**src/rtl/hppb_mig_scheduler_if.sv**
```systemverilog
// AXI4 read-only port used by the hot-page migration scheduler to fetch
// 64-byte address-pair lines from the host ring buffer.
//   master : scheduler side (drives AR channel and rready)
//   slave  : fabric/memory side (drives arready and the R channel)
interface hppb_mig_scheduler_if;
  logic [11:0]  hppb_arid;
  logic [63:0]  hppb_araddr;
  logic         hppb_arvalid;
  logic [5:0]   hppb_aruser;
  logic         hppb_arready;
  logic [11:0]  hppb_rid;
  logic [511:0] hppb_rdata;
  logic [1:0]   hppb_rresp;
  logic         hppb_rvalid;
  logic         hppb_rlast;
  logic         hppb_rready;

  modport master (
    output hppb_arid, hppb_araddr, hppb_arvalid, hppb_aruser, hppb_rready,
    input  hppb_arready, hppb_rid, hppb_rdata, hppb_rresp, hppb_rvalid, hppb_rlast
  );

  modport slave (
    input  hppb_arid, hppb_araddr, hppb_arvalid, hppb_aruser, hppb_rready,
    output hppb_arready, hppb_rid, hppb_rdata, hppb_rresp, hppb_rvalid, hppb_rlast
  );
endinterface

```
**src/rtl/hppb_mig_scheduler.sv**
```systemverilog
// Hot-page migration scheduler.
// Fetches one 64B line at a time from a host ring (base + line_ptr*64),
// unpacks it into 8 src/dst page pairs and deals even pairs to channel 0 and
// odd pairs to channel 1. A line retires once every dispatched page has
// reported done (or immediately when the read returns an error response).
// Ports:
//   axi4_mm_clk / axi4_mm_rst   clock, synchronous active-high reset
//   csr_buf_base_paddr          ring base byte address (0 disables fetching)
//   csr_aruser                  aruser for ring reads
//   csr_hppb_mig_start_cnt      lines published by software
//   axi                         AXI read port (AR/R)
//   chN_*                       per-channel pair handshake and done pulse
//   lines_done_cnt/mig_done_cnt retired lines / completed pages
//   rd_err_cnt                  lines dropped on read error (saturating)
//   protocol_err                sticky: done pulse with nothing outstanding
//   busy                        scheduler not idle
module hppb_mig_scheduler #(
  parameter int unsigned NUM_LINES      = 16,
  parameter int unsigned PAIRS_PER_LINE = 8
) (
  input  logic                        axi4_mm_clk,
  input  logic                        axi4_mm_rst,
  input  logic [63:0]                 csr_buf_base_paddr,
  input  logic [5:0]                  csr_aruser,
  input  logic [63:0]                 csr_hppb_mig_start_cnt,
  hppb_mig_scheduler_if.master        axi,
  output logic [63:0]                 ch0_src_addr,
  output logic [63:0]                 ch0_dst_addr,
  output logic                        ch0_valid,
  input  logic                        ch0_ready,
  input  logic                        ch0_done,
  output logic [63:0]                 ch1_src_addr,
  output logic [63:0]                 ch1_dst_addr,
  output logic                        ch1_valid,
  input  logic                        ch1_ready,
  input  logic                        ch1_done,
  output logic [63:0]                 lines_done_cnt,
  output logic [63:0]                 mig_done_cnt,
  output logic [15:0]                 rd_err_cnt,
  output logic                        protocol_err,
  output logic                        busy
);

  localparam int unsigned PTR_W  = $clog2(NUM_LINES);
  localparam int unsigned PER_CH = PAIRS_PER_LINE / 2;

  localparam logic [2:0] S_IDLE     = 3'd0;
  localparam logic [2:0] S_AR       = 3'd1;
  localparam logic [2:0] S_RWAIT    = 3'd2;
  localparam logic [2:0] S_DISPATCH = 3'd3;
  localparam logic [2:0] S_DRAIN    = 3'd4;

  logic [2:0]       state;
  logic [PTR_W-1:0] line_ptr;
  logic [63:0]      rd_addr;
  logic [5:0]       aruser_q;
  logic [511:0]     line_buf;
  logic [2:0]       ptr0;
  logic [2:0]       ptr1;
  logic [4:0]       outstanding;

  logic             found0, found1;
  logic [1:0]       sel0, sel1;
  logic [31:0]      src0_page, dst0_page, src1_page, dst1_page;
  logic             hs0, hs1;
  logic [1:0]       inc, dec;
  logic             rid_match;
  logic             unused_r;

  assign unused_r = ^{axi.hppb_rresp[0], axi.hppb_rlast};

  // Next non-hole pair at or after each channel's index. Holes are skipped
  // combinationally so they cost no cycles.
  always_comb begin
    found0    = 1'b0;
    sel0      = '0;
    src0_page = '0;
    dst0_page = '0;
    found1    = 1'b0;
    sel1      = '0;
    src1_page = '0;
    dst1_page = '0;
    for (int unsigned j = 0; j < PER_CH; j++) begin
      if (!found0 && 3'(j) >= ptr0 && line_buf[128*j +: 32] != '0) begin
        found0    = 1'b1;
        sel0      = 2'(j);
        src0_page = line_buf[128*j +: 32];
        dst0_page = line_buf[128*j+32 +: 32];
      end
      if (!found1 && 3'(j) >= ptr1 && line_buf[128*j+64 +: 32] != '0) begin
        found1    = 1'b1;
        sel1      = 2'(j);
        src1_page = line_buf[128*j+64 +: 32];
        dst1_page = line_buf[128*j+96 +: 32];
      end
    end
  end

  assign ch0_valid    = (state == S_DISPATCH) && found0;
  assign ch1_valid    = (state == S_DISPATCH) && found1;
  // Addresses come straight from the captured line and the registered index,
  // so they cannot move while a channel is stalled.
  assign ch0_src_addr = ch0_valid ? {20'b0, src0_page, 12'b0} : '0;
  assign ch0_dst_addr = ch0_valid ? {20'b0, dst0_page, 12'b0} : '0;
  assign ch1_src_addr = ch1_valid ? {20'b0, src1_page, 12'b0} : '0;
  assign ch1_dst_addr = ch1_valid ? {20'b0, dst1_page, 12'b0} : '0;

  assign hs0 = ch0_valid && ch0_ready;
  assign hs1 = ch1_valid && ch1_ready;
  assign inc = {1'b0, hs0} + {1'b0, hs1};
  assign dec = {1'b0, ch0_done} + {1'b0, ch1_done};

  assign axi.hppb_arvalid = (state == S_AR);
  assign axi.hppb_araddr  = rd_addr;
  assign axi.hppb_arid    = 12'(line_ptr);
  assign axi.hppb_aruser  = aruser_q;
  assign axi.hppb_rready  = (state == S_RWAIT);
  assign rid_match        = (axi.hppb_rid == 12'(line_ptr));

  assign busy = (state != S_IDLE);

  always_ff @(posedge axi4_mm_clk) begin
    if (axi4_mm_rst) begin
      state          <= S_IDLE;
      line_ptr       <= '0;
      rd_addr        <= '0;
      aruser_q       <= '0;
      line_buf       <= '0;
      ptr0           <= '0;
      ptr1           <= '0;
      outstanding    <= '0;
      lines_done_cnt <= '0;
      mig_done_cnt   <= '0;
      rd_err_cnt     <= '0;
      protocol_err   <= 1'b0;
    end else begin
      mig_done_cnt <= mig_done_cnt + 64'(ch0_done) + 64'(ch1_done);

      // A done with nothing outstanding is flagged and not allowed to
      // underflow the counter; accepted handshakes still count.
      if (dec != '0 && outstanding == '0)
        protocol_err <= 1'b1;
      if (5'(dec) > outstanding)
        outstanding <= 5'(inc);
      else
        outstanding <= outstanding + 5'(inc) - 5'(dec);

      case (state)
        S_IDLE: begin
          if (csr_hppb_mig_start_cnt != lines_done_cnt && csr_buf_base_paddr != '0) begin
            rd_addr  <= csr_buf_base_paddr + (64'(line_ptr) << 6);
            aruser_q <= csr_aruser;
            state    <= S_AR;
          end
        end
        S_AR: begin
          if (axi.hppb_arready)
            state <= S_RWAIT;
        end
        S_RWAIT: begin
          if (axi.hppb_rvalid && rid_match) begin
            line_buf <= axi.hppb_rdata;
            if (axi.hppb_rresp[1]) begin
              if (rd_err_cnt != '1)
                rd_err_cnt <= rd_err_cnt + 16'd1;
              lines_done_cnt <= lines_done_cnt + 64'd1;
              line_ptr       <= line_ptr + PTR_W'(1);
              state          <= S_IDLE;
            end else begin
              ptr0  <= '0;
              ptr1  <= '0;
              state <= S_DISPATCH;
            end
          end
        end
        S_DISPATCH: begin
          if (hs0)
            ptr0 <= {1'b0, sel0} + 3'd1;
          if (hs1)
            ptr1 <= {1'b0, sel1} + 3'd1;
          if (!found0 && !found1)
            state <= S_DRAIN;
        end
        S_DRAIN: begin
          if (outstanding == '0) begin
            lines_done_cnt <= lines_done_cnt + 64'd1;
            line_ptr       <= line_ptr + PTR_W'(1);
            state          <= S_IDLE;
          end
        end
        default: state <= S_IDLE;
      endcase
    end
  end

endmodule

```
**src/flat_wrapper.sv**
```systemverilog
// flat-port wrapper written by rule: the top's interface ports become plain ports
module hppb_mig_scheduler_flat 
#(
  parameter int unsigned NUM_LINES      = 16,
  parameter int unsigned PAIRS_PER_LINE = 8
)
  (axi4_mm_clk, axi4_mm_rst, csr_buf_base_paddr, csr_aruser, csr_hppb_mig_start_cnt, ch0_src_addr, ch0_dst_addr, ch0_valid, ch0_ready, ch0_done, ch1_src_addr, ch1_dst_addr, ch1_valid, ch1_ready, ch1_done, lines_done_cnt, mig_done_cnt, rd_err_cnt, protocol_err, busy, axi_hppb_arid, axi_hppb_araddr, axi_hppb_arvalid, axi_hppb_aruser, axi_hppb_rready, axi_hppb_arready, axi_hppb_rid, axi_hppb_rdata, axi_hppb_rresp, axi_hppb_rvalid, axi_hppb_rlast);
  hppb_mig_scheduler_if axi_i ();
  input  logic axi4_mm_clk;
  input  logic axi4_mm_rst;
  input  logic [63:0] csr_buf_base_paddr;
  input  logic [5:0] csr_aruser;
  input  logic [63:0] csr_hppb_mig_start_cnt;
  output logic [63:0] ch0_src_addr;
  output logic [63:0] ch0_dst_addr;
  output logic ch0_valid;
  input  logic ch0_ready;
  input  logic ch0_done;
  output logic [63:0] ch1_src_addr;
  output logic [63:0] ch1_dst_addr;
  output logic ch1_valid;
  input  logic ch1_ready;
  input  logic ch1_done;
  output logic [63:0] lines_done_cnt;
  output logic [63:0] mig_done_cnt;
  output logic [15:0] rd_err_cnt;
  output logic protocol_err;
  output logic busy;
  output wire logic [$bits(axi_i.hppb_arid)-1:0] axi_hppb_arid;
  output wire logic [$bits(axi_i.hppb_araddr)-1:0] axi_hppb_araddr;
  output wire logic [$bits(axi_i.hppb_arvalid)-1:0] axi_hppb_arvalid;
  output wire logic [$bits(axi_i.hppb_aruser)-1:0] axi_hppb_aruser;
  output wire logic [$bits(axi_i.hppb_rready)-1:0] axi_hppb_rready;
  input wire logic [$bits(axi_i.hppb_arready)-1:0] axi_hppb_arready;
  input wire logic [$bits(axi_i.hppb_rid)-1:0] axi_hppb_rid;
  input wire logic [$bits(axi_i.hppb_rdata)-1:0] axi_hppb_rdata;
  input wire logic [$bits(axi_i.hppb_rresp)-1:0] axi_hppb_rresp;
  input wire logic [$bits(axi_i.hppb_rvalid)-1:0] axi_hppb_rvalid;
  input wire logic [$bits(axi_i.hppb_rlast)-1:0] axi_hppb_rlast;
  assign axi_hppb_arid = axi_i.hppb_arid;
  assign axi_hppb_araddr = axi_i.hppb_araddr;
  assign axi_hppb_arvalid = axi_i.hppb_arvalid;
  assign axi_hppb_aruser = axi_i.hppb_aruser;
  assign axi_hppb_rready = axi_i.hppb_rready;
  assign axi_i.hppb_arready = axi_hppb_arready;
  assign axi_i.hppb_rid = axi_hppb_rid;
  assign axi_i.hppb_rdata = axi_hppb_rdata;
  assign axi_i.hppb_rresp = axi_hppb_rresp;
  assign axi_i.hppb_rvalid = axi_hppb_rvalid;
  assign axi_i.hppb_rlast = axi_hppb_rlast;
  hppb_mig_scheduler #(.NUM_LINES(NUM_LINES), .PAIRS_PER_LINE(PAIRS_PER_LINE)) u_core (.axi4_mm_clk(axi4_mm_clk), .axi4_mm_rst(axi4_mm_rst), .csr_buf_base_paddr(csr_buf_base_paddr), .csr_aruser(csr_aruser), .csr_hppb_mig_start_cnt(csr_hppb_mig_start_cnt), .axi(axi_i), .ch0_src_addr(ch0_src_addr), .ch0_dst_addr(ch0_dst_addr), .ch0_valid(ch0_valid), .ch0_ready(ch0_ready), .ch0_done(ch0_done), .ch1_src_addr(ch1_src_addr), .ch1_dst_addr(ch1_dst_addr), .ch1_valid(ch1_valid), .ch1_ready(ch1_ready), .ch1_done(ch1_done), .lines_done_cnt(lines_done_cnt), .mig_done_cnt(mig_done_cnt), .rd_err_cnt(rd_err_cnt), .protocol_err(protocol_err), .busy(busy));
endmodule
```
**config.mk**
```make
export PLATFORM = sky130hd
export DESIGN_NAME = hppb_mig_scheduler_flat
export DESIGN_NICKNAME = d
export VERILOG_FILES = /design/src/rtl/hppb_mig_scheduler_if.sv /design/src/rtl/hppb_mig_scheduler.sv /design/src/flat_wrapper.sv
export SDC_FILE = /design/constraint.sdc
export NUM_CORES = 2
export LEC_CHECK = 0
export CAP_MARGIN = 20
export CORE_AREA = 2 2 448 450
export CTS_BUF_LIST = sky130_fd_sc_hd__clkbuf_8
export DETAILED_ROUTE_END_ITERATION = 8
export DIE_AREA = 0 0 450 452
export PLACE_DENSITY = 0.46
export SYNTH_ARGS = -nofsm -noshare
export SYNTH_HDL_FRONTEND = slang
export SYNTH_SLANG_ARGS = --single-unit
```
**constraint.sdc**
```tcl
create_clock -name axi4_mm_clk -period 10.57 [get_ports axi4_mm_clk]
set_input_delay 2.114 -clock axi4_mm_clk [delete_from_list [all_inputs] [get_ports axi4_mm_clk]]
set_output_delay 2.114 -clock axi4_mm_clk [all_outputs]
set_load 0.02 [all_outputs]
```
==> results.yml <==
placement:
  dp.final_hpwl_um: 146000
  gp_congestion: 0.938
  buffers_added_on_ports: 1018
logic_synthesis:
  synth.top_cells.by_area: "dfxtp_1, nand2_1, a21oi_1, nor2_1, xor2_1"
  cell_type_with_the_highest_aggregate_area_in_the_netlist: "dfxtp_1"
  postSynth.asyncResetShare_pct: 0
  synth_cell_type_count: 69
  synth-edff-count: 0
  synth-seq-area-share_pct: 42.9
  ys_ff_latch: 745
  yosys.area.top_type_share_pct: 42.9
  synth_commonest_cells: "nand2_1, dfxtp_1, a21oi_1"
  synth.most_common_cell: "nand2_1"
  total_number_of_yosys_warnings: 0
  ys.flop_type: "dfxtp_1"
  avg_synthesized_cell_area_sq_um: 7.71
  post_syn_area_sq_mm: 0.0347
  syn_inst: 4508
grt:
  wire_length_of_the_first_global_routing_pass_um: 263000
  initial_antenna_violation_count: 95
  globalRouteTotalUtil_pct: 17.9
  grt_overflow: 0
  via_count_of_the_first_global_routing_pass: 34558
  grt_start_max_net_pins: 205
power:
  comb_power_share_pct: 18.5
  power.internal_uw: 5360
  power_frac_seq_pct: 39.6
  leakagePower_uw: 0.0168
  p_sw_share_pct: 30.3
  clkPwrFrac_pct: 41.9
  worst_ir_drop_vdd_mv: 0.103
  power.density_mw_per_mm2: 153
  net-switching-power_uw: 2330
worst_setup_path:
  r2r.worst_path.cells: 16
  critical-path-top-cell-by-count: "buf_4"
  worstReg2RegStart: "u_core.line_buf[0]"
  highest_delay_cell_along_the_critical_path: "clkdlybuf4s50_1"
  setup.worst_path.end_class: "output pin"
  crit_buf_inv: 4
  worstPathMaxFanout: 47
  timing.critical_path.arrival_ns: 5.76
  worst_ep_required_time_ns: 8.46
  stage_delay_of_the_slowest_cell_on_the_critical_path_ns: 0.89
  kind_of_start_point_of_the_critical_path: "flip-flop"
  criticalPathCategory: "flip-flop to output pin"
  cp_num_cells: 10
  crit_family: "buffers and inverters"
  critical_path.cell_chain: "nor4_1, nand4_1, o21a_4, buf_4, nor4b_2, buf_4, buf_4, nand2_1, a21oi_1, clkdlybuf4s50_1"
  critical_path.startpoint: "u_core.line_buf[220]"
final_layout:
  finish.net_count: 6101
  areaGrowthSynthToFinish_pct: 44.6
  post_route_cells_drive_above_1_share_pct: 5.39
  finalCoreUtilization_pct: 25.3
timing:
  worst_slew_pin_slew_ns: 1.22
  fin_hold_ws_ns: 0.449
  timing.final.crit_share_pct: 74.5
  slew_headroom_pct: 18.8
  worst_clock_skew_ns: 0.0684
  hold_viol: 0
  rsz_0062_raised_after_global_routing: "no"
  fmax_ghz: 0.127
  setup_violations: 0
  post-route-min-period_ns: 7.87
  slew_viol_final: 0
  tns_ns: 0
hold_path:
  hold_path_class: "flip-flop to flip-flop"
  hold-path-cell-count: 2
  hold_start: "u_core.line_buf[46]"
floorplanning:
  die_h_um: 452
  boundaryPins: 1157
  num_rows: 164
  coreArea_sq_mm: 0.199
  initial_core_util_pct: 17.5
  die_area_sq_mm: 0.203
  chipWidth_um: 450
detailed_routing:
  wl_per_cell_um: 23.4
  number_of_design_rule_violations_left_by_the_first_detailed_router_iteration: 2666
  per_cell_via_count_in_the_routed_design: 4.40
  drc_errors: 0
  first_pass_iters: 7
  final_antenna_net_count: 0
  num_vias: 36173
  wl_um: 192000
cts:
  numCtsBuffers: 153
  cts_hold_buffers: 0
  ctsHtreeMaxLevel: 4
  cts_resized: 0
  cts_setup_buffers: 0
  root_buffer: "clkbuf_8"
  worstSkewPairLatency_ns: 0.91
  clock_sink_count: 745
  worst_setup_hold_path_clk_slew_ns: 0.06
  cts_max_path_buffers: 3
  tritoncts: "done"
status:
  outcome: "complete, no violations"
run:
  maxCapViolCount: 0
==> sequential cells by signal, indices dropped and copies added, names as in the netlist, 3 cells and up <==
name / count
u_core.axi.hppb_araddr: 64
u_core.axi.hppb_aruser: 6
u_core.line_buf: 512
u_core.line_ptr: 4
u_core.lines_done_cnt: 64
u_core.mig_done_cnt: 64
u_core.outstanding: 5
u_core.ptr0: 3
u_core.ptr1: 3
u_core.rd_err_cnt: 16
u_core.state: 3
==> tightest hold or removal path, cell delays in order, from the launching register on <==
cell and delay (ns):
dfxtp_1 0.30, nand2_1 0.05, a21oi_1 0.05
==> cells in the final DEF, fill, tap and decap left out, types with 9 or more instances in the layout <==
master / Yosys / layout
a211oi_1: 54 / 54
a21oi_1: 618 / 618
a221o_1: 64 / 64
a221oi_1: 64 / 64
a2bb2oi_1: 65 / 65
and2_1: 9 / 9
and3_1: 22 / 22
and4_1: 16 / 16
buf_4: 136 / 29
clkbuf_8: 0 / 179
clkdlybuf4s50_1: 0 / 1017
clkinv_2: 0 / 10
conb_1: 1 / 136
dfxtp_1: 745 / 745
diode_2: 0 / 43
ha_1: 22 / 22
inv_1: 55 / 105
mux2i_1: 20 / 20
nand2_1: 1173 / 1173
nand3_1: 82 / 82
nand4_1: 58 / 58
nor2_1: 367 / 364
nor3_1: 43 / 41
nor4_1: 116 / 116
o21ai_0: 95 / 94
or3_1: 30 / 29
xnor2_1: 109 / 109
xor2_1: 127 / 127
==> through the flow <==
step	setup slack, ns	std cells	area, sq um	total power, uW
2_1_floorplan	6.25	4643	35300	3840
3_3_place_gp	3.28	7907	47000	4530
3_5_place_dp	3.22	7907	47000	4530
4_1_cts	2.15	8170	50100	7820
5_1_grt	2.15	8207	50200	8040
6_report	2.70	8213	50200	7690
==> power groups by stage <==
stage | combinational (uW) | sequential (uW) | clock (uW)
6_report | 1430 | 3050 | 3220
5_1_grt | 1530 | 3060 | 3450
4_1_cts | 1440 | 3050 | 3340
3_5_place_dp | 1430 | 3100 | 0
3_3_place_gp | 1430 | 3100 | 0
2_1_floorplan | 595 | 3240 | 0
==> layout make-up <==
class	count	area [sq um]
well taps	2656	3320
multi-input cells	3397	18000
fillers	22042	148000
flip-flops and latches	745	14900
repair buffers	1054	10600
clock inverters	84	688
clock buffers	179	2460
inverters	55	206
diodes	43	108
==> kinds of logic (layout without fill, tap and decap cells) <==
family / Yosys count / count (layout) / share of synthesized area (%)
other cells: 1 / 179 / 0.0108
flops: 745 / 745 / 42.9
xor+xnor: 236 / 236 / 5.95
fa+ha+maj: 26 / 26 / 1.02
compound gates: 1003 / 1003 / 17.6
mux: 20 / 20 / 0.576
simple gates: 1976 / 1976 / 24.8
buf+inv: 501 / 1372 / 7.13
==> routing by layer <==
metal	share of wire, %	vias to the layer above	wire [um]	GRT usage [%]
met4	3.5	18	6810	7.35
met2	49	1359	94300	30.6
li1	-	17051	-	-
met3	7.1	376	13600	5.17
met5	0.066	-	126	0
met1	40	17369	77200	21.0
==> worst paths after layout <==
| kind | to | slack (ns) |
|---|---|---|
| max | ch1_dst_addr[40] | 2.70 |
| max reg2reg | u_core.outstanding[4] | 5.11 |
| min | u_core.line_buf[46] | 0.45 |
| min reg2reg | u_core.line_buf[46] | 0.45 |
(Power assumes the default switching activity.)
